<file path="config.mk">
export PLATFORM = sky130hd
export DESIGN_NAME = bbox_scanner
export DESIGN_NICKNAME = d
export VERILOG_FILES = /design/src/rtl/bbox_scanner.sv
export SDC_FILE = /design/constraint.sdc
export NUM_CORES = 1
export LEC_CHECK = 0
export CORE_MARGIN = 10
export CORE_UTILIZATION = 40
export CTS_CLUSTER_DIAMETER = 200
export DETAILED_ROUTE_END_ITERATION = 7
export PLACE_DENSITY = 0.6
export SYNTH_ARGS = -nofsm -noshare
export SYNTH_HDL_FRONTEND = slang
export SYNTH_SLANG_ARGS = --single-unit
</file>
<file path="constraint.sdc">
create_clock -name clk -period 5.35 [get_ports clk]
set_clock_uncertainty 0.2 [all_clocks]
set_input_delay 1.07 -clock clk [delete_from_list [all_inputs] [get_ports clk]]
set_output_delay 1.07 -clock clk [all_outputs]
set_load 0.005 [all_outputs]
</file>
<file path="src/rtl/bbox_scanner.sv">
// Bounding-box scanner: tracks the extent of non-background pixels in one
// raster-ordered frame and presents xMin/xMax/yMin/yMax with a done pulse.
module bbox_scanner #(
  parameter int unsigned WIDTH  = 640,
  parameter int unsigned HEIGHT = 480,
  parameter logic [7:0]  BG     = 8'h00
) (
  input  logic        clk,
  input  logic        rst_n,
  input  logic        start,
  input  logic        px_valid,
  output logic        px_ready,
  input  logic [7:0]  px_data,
  output logic        done,
  output logic        empty,
  output logic [10:0] xMin,
  output logic [10:0] xMax,
  output logic [10:0] yMin,
  output logic [10:0] yMax,
  output logic [1:0]  dbg_state
);

  typedef enum logic [1:0] {
    IDLE   = 2'd0,
    SCAN   = 2'd1,
    FINISH = 2'd2
  } state_t;

  localparam logic [10:0] X_LAST = 11'(WIDTH - 1);
  localparam logic [10:0] Y_LAST = 11'(HEIGHT - 1);

  state_t      state_q, state_d;
  logic [10:0] x_q, x_d, y_q, y_d;
  logic        found_q, found_d;
  logic [10:0] tx_min_q, tx_min_d, tx_max_q, tx_max_d;
  logic [10:0] ty_min_q, ty_min_d, ty_max_q, ty_max_d;
  logic        accept, last_px;

  // Handshake: a pixel transfers on a rising edge where px_valid && px_ready;
  // px_ready depends only on registered state, never on px_valid.
  assign px_ready  = (state_q == SCAN);
  assign done      = (state_q == FINISH);
  assign dbg_state = state_q;
  assign accept    = px_valid && px_ready;
  assign last_px   = (x_q == X_LAST) && (y_q == Y_LAST);

  always_comb begin
    state_d  = state_q;
    x_d      = x_q;
    y_d      = y_q;
    found_d  = found_q;
    tx_min_d = tx_min_q;
    tx_max_d = tx_max_q;
    ty_min_d = ty_min_q;
    ty_max_d = ty_max_q;
    case (state_q)
      IDLE: begin
        if (start) begin
          x_d     = '0;
          y_d     = '0;
          found_d = 1'b0;
          state_d = SCAN;
        end
      end
      SCAN: begin
        if (accept) begin
          if (px_data != BG) begin
            found_d = 1'b1;
            if (!found_q) begin
              tx_min_d = x_q;
              tx_max_d = x_q;
              ty_min_d = y_q;
              ty_max_d = y_q;
            end else begin
              // Raster order: first hit fixes yMin, every later hit is the new yMax.
              if (x_q < tx_min_q) tx_min_d = x_q;
              if (x_q > tx_max_q) tx_max_d = x_q;
              ty_max_d = y_q;
            end
          end
          if (x_q == X_LAST) begin
            x_d = '0;
            y_d = y_q + 11'd1;
          end else begin
            x_d = x_q + 11'd1;
          end
          if (last_px) state_d = FINISH;
        end
      end
      FINISH:  state_d = IDLE;
      default: state_d = IDLE;
    endcase
  end

  always_ff @(posedge clk) begin
    if (!rst_n) begin
      state_q  <= IDLE;
      x_q      <= '0;
      y_q      <= '0;
      found_q  <= 1'b0;
      tx_min_q <= '0;
      tx_max_q <= '0;
      ty_min_q <= '0;
      ty_max_q <= '0;
      empty    <= 1'b0;
      xMin     <= '0;
      xMax     <= '0;
      yMin     <= '0;
      yMax     <= '0;
    end else begin
      state_q  <= state_d;
      x_q      <= x_d;
      y_q      <= y_d;
      found_q  <= found_d;
      tx_min_q <= tx_min_d;
      tx_max_q <= tx_max_d;
      ty_min_q <= ty_min_d;
      ty_max_q <= ty_max_d;
      // Outputs load on the edge into FINISH so they are valid with done.
      if (accept && last_px) begin
        empty <= ~found_d;
        xMin  <= found_d ? tx_min_d : 11'd0;
        xMax  <= found_d ? tx_max_d : 11'd0;
        yMin  <= found_d ? ty_min_d : 11'd0;
        yMax  <= found_d ? ty_max_d : 11'd0;
      end
    end
  end

endmodule
</file>
==> flow_summary.yaml, run 1 <==
status:
  outcome: "finished clean"
sta:
  fin_ws_ns: 1.62
  post-route-min-period_ns: 3.73
  max_freq_mhz: 268
  worst-slew-pin-transition_ns: 1.18
  maxSlewHeadroom_pct: 21.5
  finalHoldViolations: 0
  grt_setup_unrepaired: "no"
  drv_slew: 0
  whs_ns: 0.262
  setup_tns_ns: 0
  finalCritPeriodShare_pct: 69.7
  setup_viol: 0
setup_path:
  cp_cell_sequence: "clkdlybuf4s50_1, nand3b_1, a21oi_2, o211ai_1, buf_4, mux2i_1, o2bb2ai_1"
  crit_type: "in2reg"
  startpoint_type: "input pin"
  cpMaxStageDelayCell: "a21oi_2"
  path_max_fanout: 16
  worstReg2RegStart: "dbg_state[1]"
  crit_arrival_ns: 3.82
  cp-end-kind: "register"
  slowest_delay_ns: 0.88
  critical_path.startpoint: "px_valid"
  crit_required_ns: 5.44
worst_hold_path:
  min-delay-path-class: "reg2reg"
  min_from: "xMax[2]"
cts:
  hold_buffers: 0
  cts_resized: 0
  h-tree-depth: 4
  cts_setup_buffers: 0
  cts.clk_slew.worst_paths_ns: 0.05
  insertion_delay_ns: 0.41
  cts_root_buf: "clkbuf_16"
  cts_sinks: 114
  clk_path_buf_depth: 2
  cts_buffers: 17
  cts_tree: "built"
global_routing:
  overflow: 0
  grt_max_degree: 56
  grt.total_usage_pct: 14.1
  antenna_found_initial: 0
  grt_pass1_wl_um: 18700
  grt_pass1_vias: 3699
synth:
  synth_flop_cell: "dfxtp_1"
  synth.top_cell.area_share_pct: 47.1
  synth_fp_nets: 509
  synth.most_common_cell: "dfxtp_1"
  yosysTopAreaCell: "dfxtp_1"
  synthCells: 474
  ys_seq_area_share_pct: 47.1
  async_flop_share_pct: 0
  ys_seq_elements: 114
  ys_types: 44
  synth.avg_cell_area_um2: 10.2
  mappedNetlistArea_um2: 4850
  synthTopCellsByArea: "dfxtp_1 47%, mux2i_1 9.3%, nor2b_1 6.6%"
  synth_common_cells: "114 x dfxtp_1, 51 x nor2b_1, 45 x mux2i_1"
  yosysWarnings: 0
  synth_edf_count: 0
route:
  via_per_inst: 5.23
  vias: 3602
  wl_per_cell_um: 16.7
  drt_wl_total_um: 11500
  drt_iter0_drc: 169
  drtAntennaViolNets: 0
  firstDrtPassIters: 4
  drc: 0
flow_run:
  maxCapViolations: 0
floorplanning:
  core_area_um2: 12000
  ioPinCount: 61
  fp.dieArea_um2: 16900
  dieHeight_um: 130
  start_util_pct: 40.5
  fp.dieW_um: 130
  rows: 40
finish:
  finish.utilization_pct: 50.6
  diodes: 0
  fin_nets: 566
  fill_cells: 1098
  synthToLayoutAreaGrowth_pct: 24.9
  drive_gt1_share_pct: 7.56
placement:
  place_ws_ns: 1.21
  dpl.hpwl_um: 7800
  routabilityCongestion: 0.819
  io_buffers: 60
power_and_ir_drop:
  ir_drop_v: 0.000225
  p_total_mw: 1.97
  p_leak_nw: 2.26
  p_per_area_nw_per_um2: 325
-- critical path, delay by kind of cell --
family                 cells  cell delay (ns)
AOI/OAI and AO/OA          3             1.52
buffers and inverters      2             0.84
muxes                      1             0.23
and+or+nand+nor            1             0.15
-- power by group --
part	switching, mW	internal [mW]
Sequential	0.00694	0.853
Clock	0.383	0.651
Combinational	0.0429	0.0336
-- final timing paths --
| check | to | slack [ns] | cells past startpoint |
|---|---|---|---|
| worst max-delay path | xMin[2] | 1.62 | 7 |
| worst min-delay path | xMax[2] | 0.26 | 1 |
| worst max register to register | xMin[2] | 2.26 | 6 |
| worst min register to register | xMax[2] | 0.26 | 1 |
-- routing by layer --
| metal | global-route usage, % | routed length, um |
|---|---|---|
| met1 | 15.7 | 5040 |
| met2 | 24.0 | 5630 |
| met3 | 5.23 | 743 |
| met4 | 5.49 | 119 |
| met5 | 0 | 0 |
-- cell families (layout without fill, tap and decap cells) --
| group | after synthesis | in the layout | share of synthesized area, % |
|---|---|---|---|
| flip-flops | 114 | 114 | 47.1 |
| buffers and inverters | 50 | 118 | 5.01 |
| adder cells (fa/ha/maj) | 23 | 23 | 5.94 |
| AO/OA/AOI/OAI | 79 | 79 | 12.2 |
| AND/OR/NAND/NOR | 147 | 147 | 17.6 |
| XOR/XNOR | 16 | 16 | 2.89 |
| multiplexers | 45 | 45 | 9.29 |
-- per-stage QoR --
step	instances	cell area, um^2
3_5_place_dp	659	5510
2_1_floorplan	474	4850
3_3_place_gp	659	5510
6_report	689	6060
4_1_cts	689	6060
5_1_grt	689	6060
-- state kept, by name, indices dropped and copies added (netlist names) --
signal     flops
ty_min_q      11
empty          1
found_q        1
dbg_state      2
xMin          11
xMax          11
x_q           11
y_q           11
ty_max_q      11
yMax          11
yMin          11
tx_max_q      11
tx_min_q      11
-- area by class of cell --
class                      instances  area, um^2  share of cell area [%]
multi-input combinational        310        2330                    38.5
sequential                       114        2280                    37.7
timing repair buffer              63         623                    10.3
clock buffer                      19         453                    7.48
tap                              147         184                    3.04
inverter                          25        93.8                    1.55
clock inverter                    11        88.8                    1.47
-- cell usage in the layout (no fill, tap or decap), types with 13 or more instances in the layout --
cell type / Yosys / final
o2bb2ai_1: 22 / 22
a21oi_1: 13 / 13
nand2_1: 14 / 14
clkdlybuf4s50_1: 0 / 60
nor2_1: 25 / 25
mux2i_1: 45 / 45
nand4_1: 17 / 17
ha_1: 23 / 23
clkbuf_16: 0 / 17
dfxtp_1: 114 / 114
inv_1: 25 / 25
xor2_1: 13 / 13
nor2b_1: 51 / 50
a22o_1: 22 / 22
Note: power is estimated with default switching activity, not from simulation.
==> run 2, diff against run 1 <==
- PLACE_DENSITY: 0.6 -> 0.62
- clock period: 5.35 -> 3.32 ns (I/O delays scaled with it)
==> run 2 against run 1 <==
Non-clock buffer count rose by 5. Design area rose by 2.1%. Combinational power rose by 65%. Final cell count rose by 1.0%. Clock power rose by 86%. Register-to-register slack got worse by 1.6 ns. Core utilization rose by 1.0 points. Highest routed layer unchanged. Wire length rose by 0.68%.
==> flow_summary.yaml, run 2 (same netlist as run 1, synthesis figures left out) <==
status:
  outcome: "finished clean"
floorplanning:
  ioPinCount: 61
  start_util_pct: 40.5
  fp.dieW_um: 130
  fp.dieArea_um2: 16900
  dieHeight_um: 130
  rows: 40
  core_area_um2: 12000
cts:
  cts_sinks: 114
  insertion_delay_ns: 0.41
  clk_path_buf_depth: 2
  cts_root_buf: "clkbuf_16"
  cts_tree: "built"
  cts_setup_buffers: 0
  hold_buffers: 0
  h-tree-depth: 4
  cts.clk_slew.worst_paths_ns: 0.05
  cts_resized: 0
  cts_buffers: 17
route:
  via_per_inst: 5.24
  drt_iter0_drc: 106
  firstDrtPassIters: 4
  wl_per_cell_um: 16.7
  drt_wl_total_um: 11600
  drtAntennaViolNets: 0
  vias: 3645
  drc: 0
setup_path:
  slowest_delay_ns: 0.56
  path_delay_family: "buffers and inverters"
  crit_top_cell: "buf_4"
  crit_arrival_ns: 2.90
  cpMaxStageDelayCell: "nor4_1"
  crit_cells: 8
  crit_required_ns: 3.42
  rr_worst_depth: 7
  cp-end-kind: "register"
  path_max_fanout: 23
  crit_type: "in2reg"
  startpoint_type: "input pin"
  cp_cell_sequence: "clkdlybuf4s50_1, nor4_1, a21oi_2, buf_4, a21oi_1, nor3_2, buf_4, a22o_1"
  cp.buffers_inverters: 3
finish:
  synthToLayoutAreaGrowth_pct: 27.5
  fin_area_um2: 6180
  multi_input_area_um2: 2330
  fill_cells: 1113
  instances_no_fill: 696
  diodes: 0
  fin_nets: 571
  seqCellArea_um2: 2280
  mostFrequentLayoutCell: "dfxtp_1"
  layout_common_cells: "114 x dfxtp_1, 60 x clkdlybuf4s50_1, 50 x nor2b_1"
  drive_gt1_share_pct: 8.38
sta:
  drv_slew: 0
  fin_ws_ns: 0.520
  max_freq_mhz: 357
  setup_viol: 0
  finalHoldViolations: 0
  worst-slew-pin-transition_ns: 1.07
  setup_tns_ns: 0
  finalCritPeriodShare_pct: 84.3
  grt_setup_unrepaired: "no"
  post-route-min-period_ns: 2.80
  maxSlewHeadroom_pct: 28.5
  whs_ns: 0.256
global_routing:
  grt_max_degree: 45
  grt.total_usage_pct: 14.6
  grt_pass1_wl_um: 19500
  grt_pass1_vias: 3790
  antenna_found_initial: 0
  overflow: 0
placement:
  placed_cells: 664
  placed_cell_area_um2: 5550
  routabilityCongestion: 0.812
  io_buffers: 60
  dpl.hpwl_um: 7950
  place_ws_ns: 0.138
power_and_ir_drop:
  p_per_area_nw_per_um2: 556
  ir_drop_v: 0.000357
  p_leak_nw: 2.32
flow_run:
  maxCapViolations: 0
worst_hold_path:
  min-delay-path-class: "reg2reg"
  hold_depth: 1
## run 2: report_power, final
part | switching, mW | internal [mW]
registers | 0.0106 | 1.38
logic | 0.0688 | 0.0576
clock network | 0.615 | 1.31
total | 0.694 | 2.74
## run 2: final timing paths
| path | startpoint | end | slack [ns] |
|---|---|---|---|
| worst max-delay path | px_data[5] | yMin[9] | 0.52 |
| worst min-delay path | xMin[3] | xMin[3] | 0.26 |
| worst max register to register | x_q[1] | yMax[2] | 0.69 |
| worst min register to register | xMin[3] | xMin[3] | 0.26 |
## run 2: stage by stage
stage	util (%)	power, mW
floorplan	-	1.50
global placement	46.4	1.54
detailed placement	46.4	1.54
CTS	51.7	3.47
global route	51.7	3.55
finish	51.7	3.44
## run 2: routing by layer
layer,up-vias,global-route usage [%],share of wire [%]
li1,1799,-,-
met3,14,5.15,5.6
met1,1739,17.1,45
met5,-,0,0
met2,93,24.0,48
met4,0,5.69,1.8
## run 2: area by class of cell
class | instances | share of cell area [%]
flip-flops and latches | 114 | 36.9
inverters | 25 | 1.52
multi-input cells | 310 | 37.7
well taps | 147 | 2.98
repair buffers | 68 | 10.7
clock inverters | 10 | 2.51
clock buffers | 22 | 7.67
==> run 3, diff against run 2 <==
- clock period: 3.32 -> 2.3 ns (I/O delays scaled with it)
==> run 3 against run 2 <==
The flow now finishes with violations (negative setup slack). Die area did not move. Largest cell class unchanged. Via count rose by 8.8%. Critical endpoint is now xMax[2]. First-iteration DRC count rose by 97%. Register-to-register slack got worse by 0.72 ns. Worst hold slack improved by 0.0019 ns. Sequential power rose by 43%. Setup slack got worse by 0.55 ns.
==> flow_summary.yaml, run 3 (same netlist as run 1, synthesis figures left out) <==
setup_path:
  crit_arrival_ns: 2.48
  regToRegSetupSlack_ns: -0.03
  worstReg2RegStart: "x_q[7]"
  cp_cell_sequence: "or4b_4, nor3_4, nand4_1, buf_6, or3_4, o2bb2ai_2"
  crit_required_ns: 2.44
  cpMaxStageDelayCell: "or4b_4"
  cp-end-kind: "register"
  r2r-end: "xMax[2]"
  startpoint_type: "register"
  path_max_fanout: 6
  rr_worst_depth: 6
  slowest_delay_ns: 0.58
  crit_type: "reg2reg"
cts:
  cts_buffers: 17
  clk_path_buf_depth: 2
  cts_sinks: 114
  cts.clk_slew.worst_paths_ns: 0.05
  hold_buffers: 0
  insertion_delay_ns: 0.41
  cts_root_buf: "clkbuf_16"
  h-tree-depth: 4
  cts_tree: "built"
sta:
  grt_setup_unrepaired: "yes"
  max_freq_mhz: 429
  whs_ns: 0.258
  finalCritPeriodShare_pct: 101
  maxSlewHeadroom_pct: 62.0
  post-route-min-period_ns: 2.33
  setup_viol: 6
  drv_slew: 0
  finalHoldViolations: 0
  setup_tns_ns: -0.165
  worst-slew-pin-transition_ns: 0.569
  fin_ws_ns: -0.0327
finish:
  mostFrequentLayoutCell: "dfxtp_1"
  synthToLayoutAreaGrowth_pct: 47.3
  fin_nets: 629
  fin_area_um2: 7140
  diodes: 0
  finish.utilization_pct: 59.7
  layout_common_cells: "95 x dfxtp_1, 58 x clkdlybuf4s50_1, 50 x nor2b_1, 50 x buf_4, 27 x mux2i_1"
  instances_no_fill: 754
  drive_gt1_share_pct: 28.7
placement:
  placed_cells: 708
  placed_cell_area_um2: 5930
  dpl.hpwl_um: 8250
  io_buffers: 60
  place_ws_ns: -0.466
  routabilityCongestion: 0.866
floorplanning:
  dieHeight_um: 130
  fp.dieW_um: 130
  fp.dieArea_um2: 16900
  core_area_um2: 12000
  ioPinCount: 61
  start_util_pct: 40.5
  rows: 40
global_routing:
  overflow: 0
  grt_max_degree: 34
  antenna_found_initial: 0
  grt_pass1_wl_um: 19600
  grt.total_usage_pct: 14.8
  grt_pass1_vias: 3853
power_and_ir_drop:
  p_per_area_nw_per_um2: 664
  p_leak_nw: 2.66
  ir_drop_v: 0.000662
  p_total_mw: 4.74
status:
  outcome: "finished, violations left"
  violations: "negative setup slack"
route:
  drt_wl_total_um: 13600
  top_layer: "met4"
  routed-wl-met2_um: 6750
  wl_per_cell_um: 18.1
  wl_met3_um: 970
  firstDrtPassIters: 4
  wl_met1_um: 5650
  drt_iter0_drc: 209
  drtAntennaViolNets: 0
  vias: 3967
  via_per_inst: 5.26
  drc: 0
worst_hold_path:
  holdPathEnd: "xMax[3]"
  min-delay-path-class: "reg2reg"
  hold_depth: 1
  min_from: "xMax[3]"
flow_run:
  maxCapViolations: 0
==> run 3: cell types whose count changed in the layout (fill, tap and decap cells not counted), sizes merged, moves of 3 or more <==
cell	delta
clkinvlp	+4
bufinv	-3
buf	+52
or3	+3
==> run 3: final cells by class <==
type | count | area [um^2]
tap | 147 | 184
sequential | 114 | 2310
clock buffer | 19 | 443
clock inverter | 13 | 113
timing repair buffer | 121 | 1160
fill | 1004 | 4820
multi-input combinational | 315 | 2830
inverter | 25 | 93.8
==> run 3: per-layer routing <==
| layer | GRT usage (%) | up-vias |
|---|---|---|
| met5 | 0 | - |
| met4 | 4.70 | 0 |
| met3 | 6.09 | 22 |
| met2 | 24.7 | 108 |
| met1 | 16.8 | 1910 |
| li1 | - | 1927 |
==> run 3: worst max-delay path, delay by kind of cell, from the launching register on <==
kind | cells | cell delay, ns
flops | 1 | 0.35
buf+inv | 1 | 0.16
simple gates | 4 | 1.41
compound gates | 1 | 0.13
==> run 3: worst max-delay path by stage <==
stage                  start      end  slack [ns]
floorplan             x_q[9]  yMin[2]        0.14
global placement    px_valid  xMax[9]       -0.43
detailed placement  px_valid  yMax[1]       -0.47
CTS                  x_q[10]  xMin[6]       -0.01
global route          x_q[7]  xMin[1]       -0.08
finish                x_q[7]  xMax[2]       -0.03
==> run 3: what timing repair did <==
item	in CTS	in global routing
endpoints found under the setup margin	48	83
pin swaps	2	33
gates resized for setup	10	97
endpoints found under the hold margin	0	0
cloned	1	5
setup buffers	0	9
==> run 3: report_power, final <==
part | switching (mW) | internal [mW] | total [mW]
registers | 0.00937 | 1.98 | 1.99
logic | 0.144 | 0.144 | 0.289
clock network | 0.960 | 1.51 | 2.47
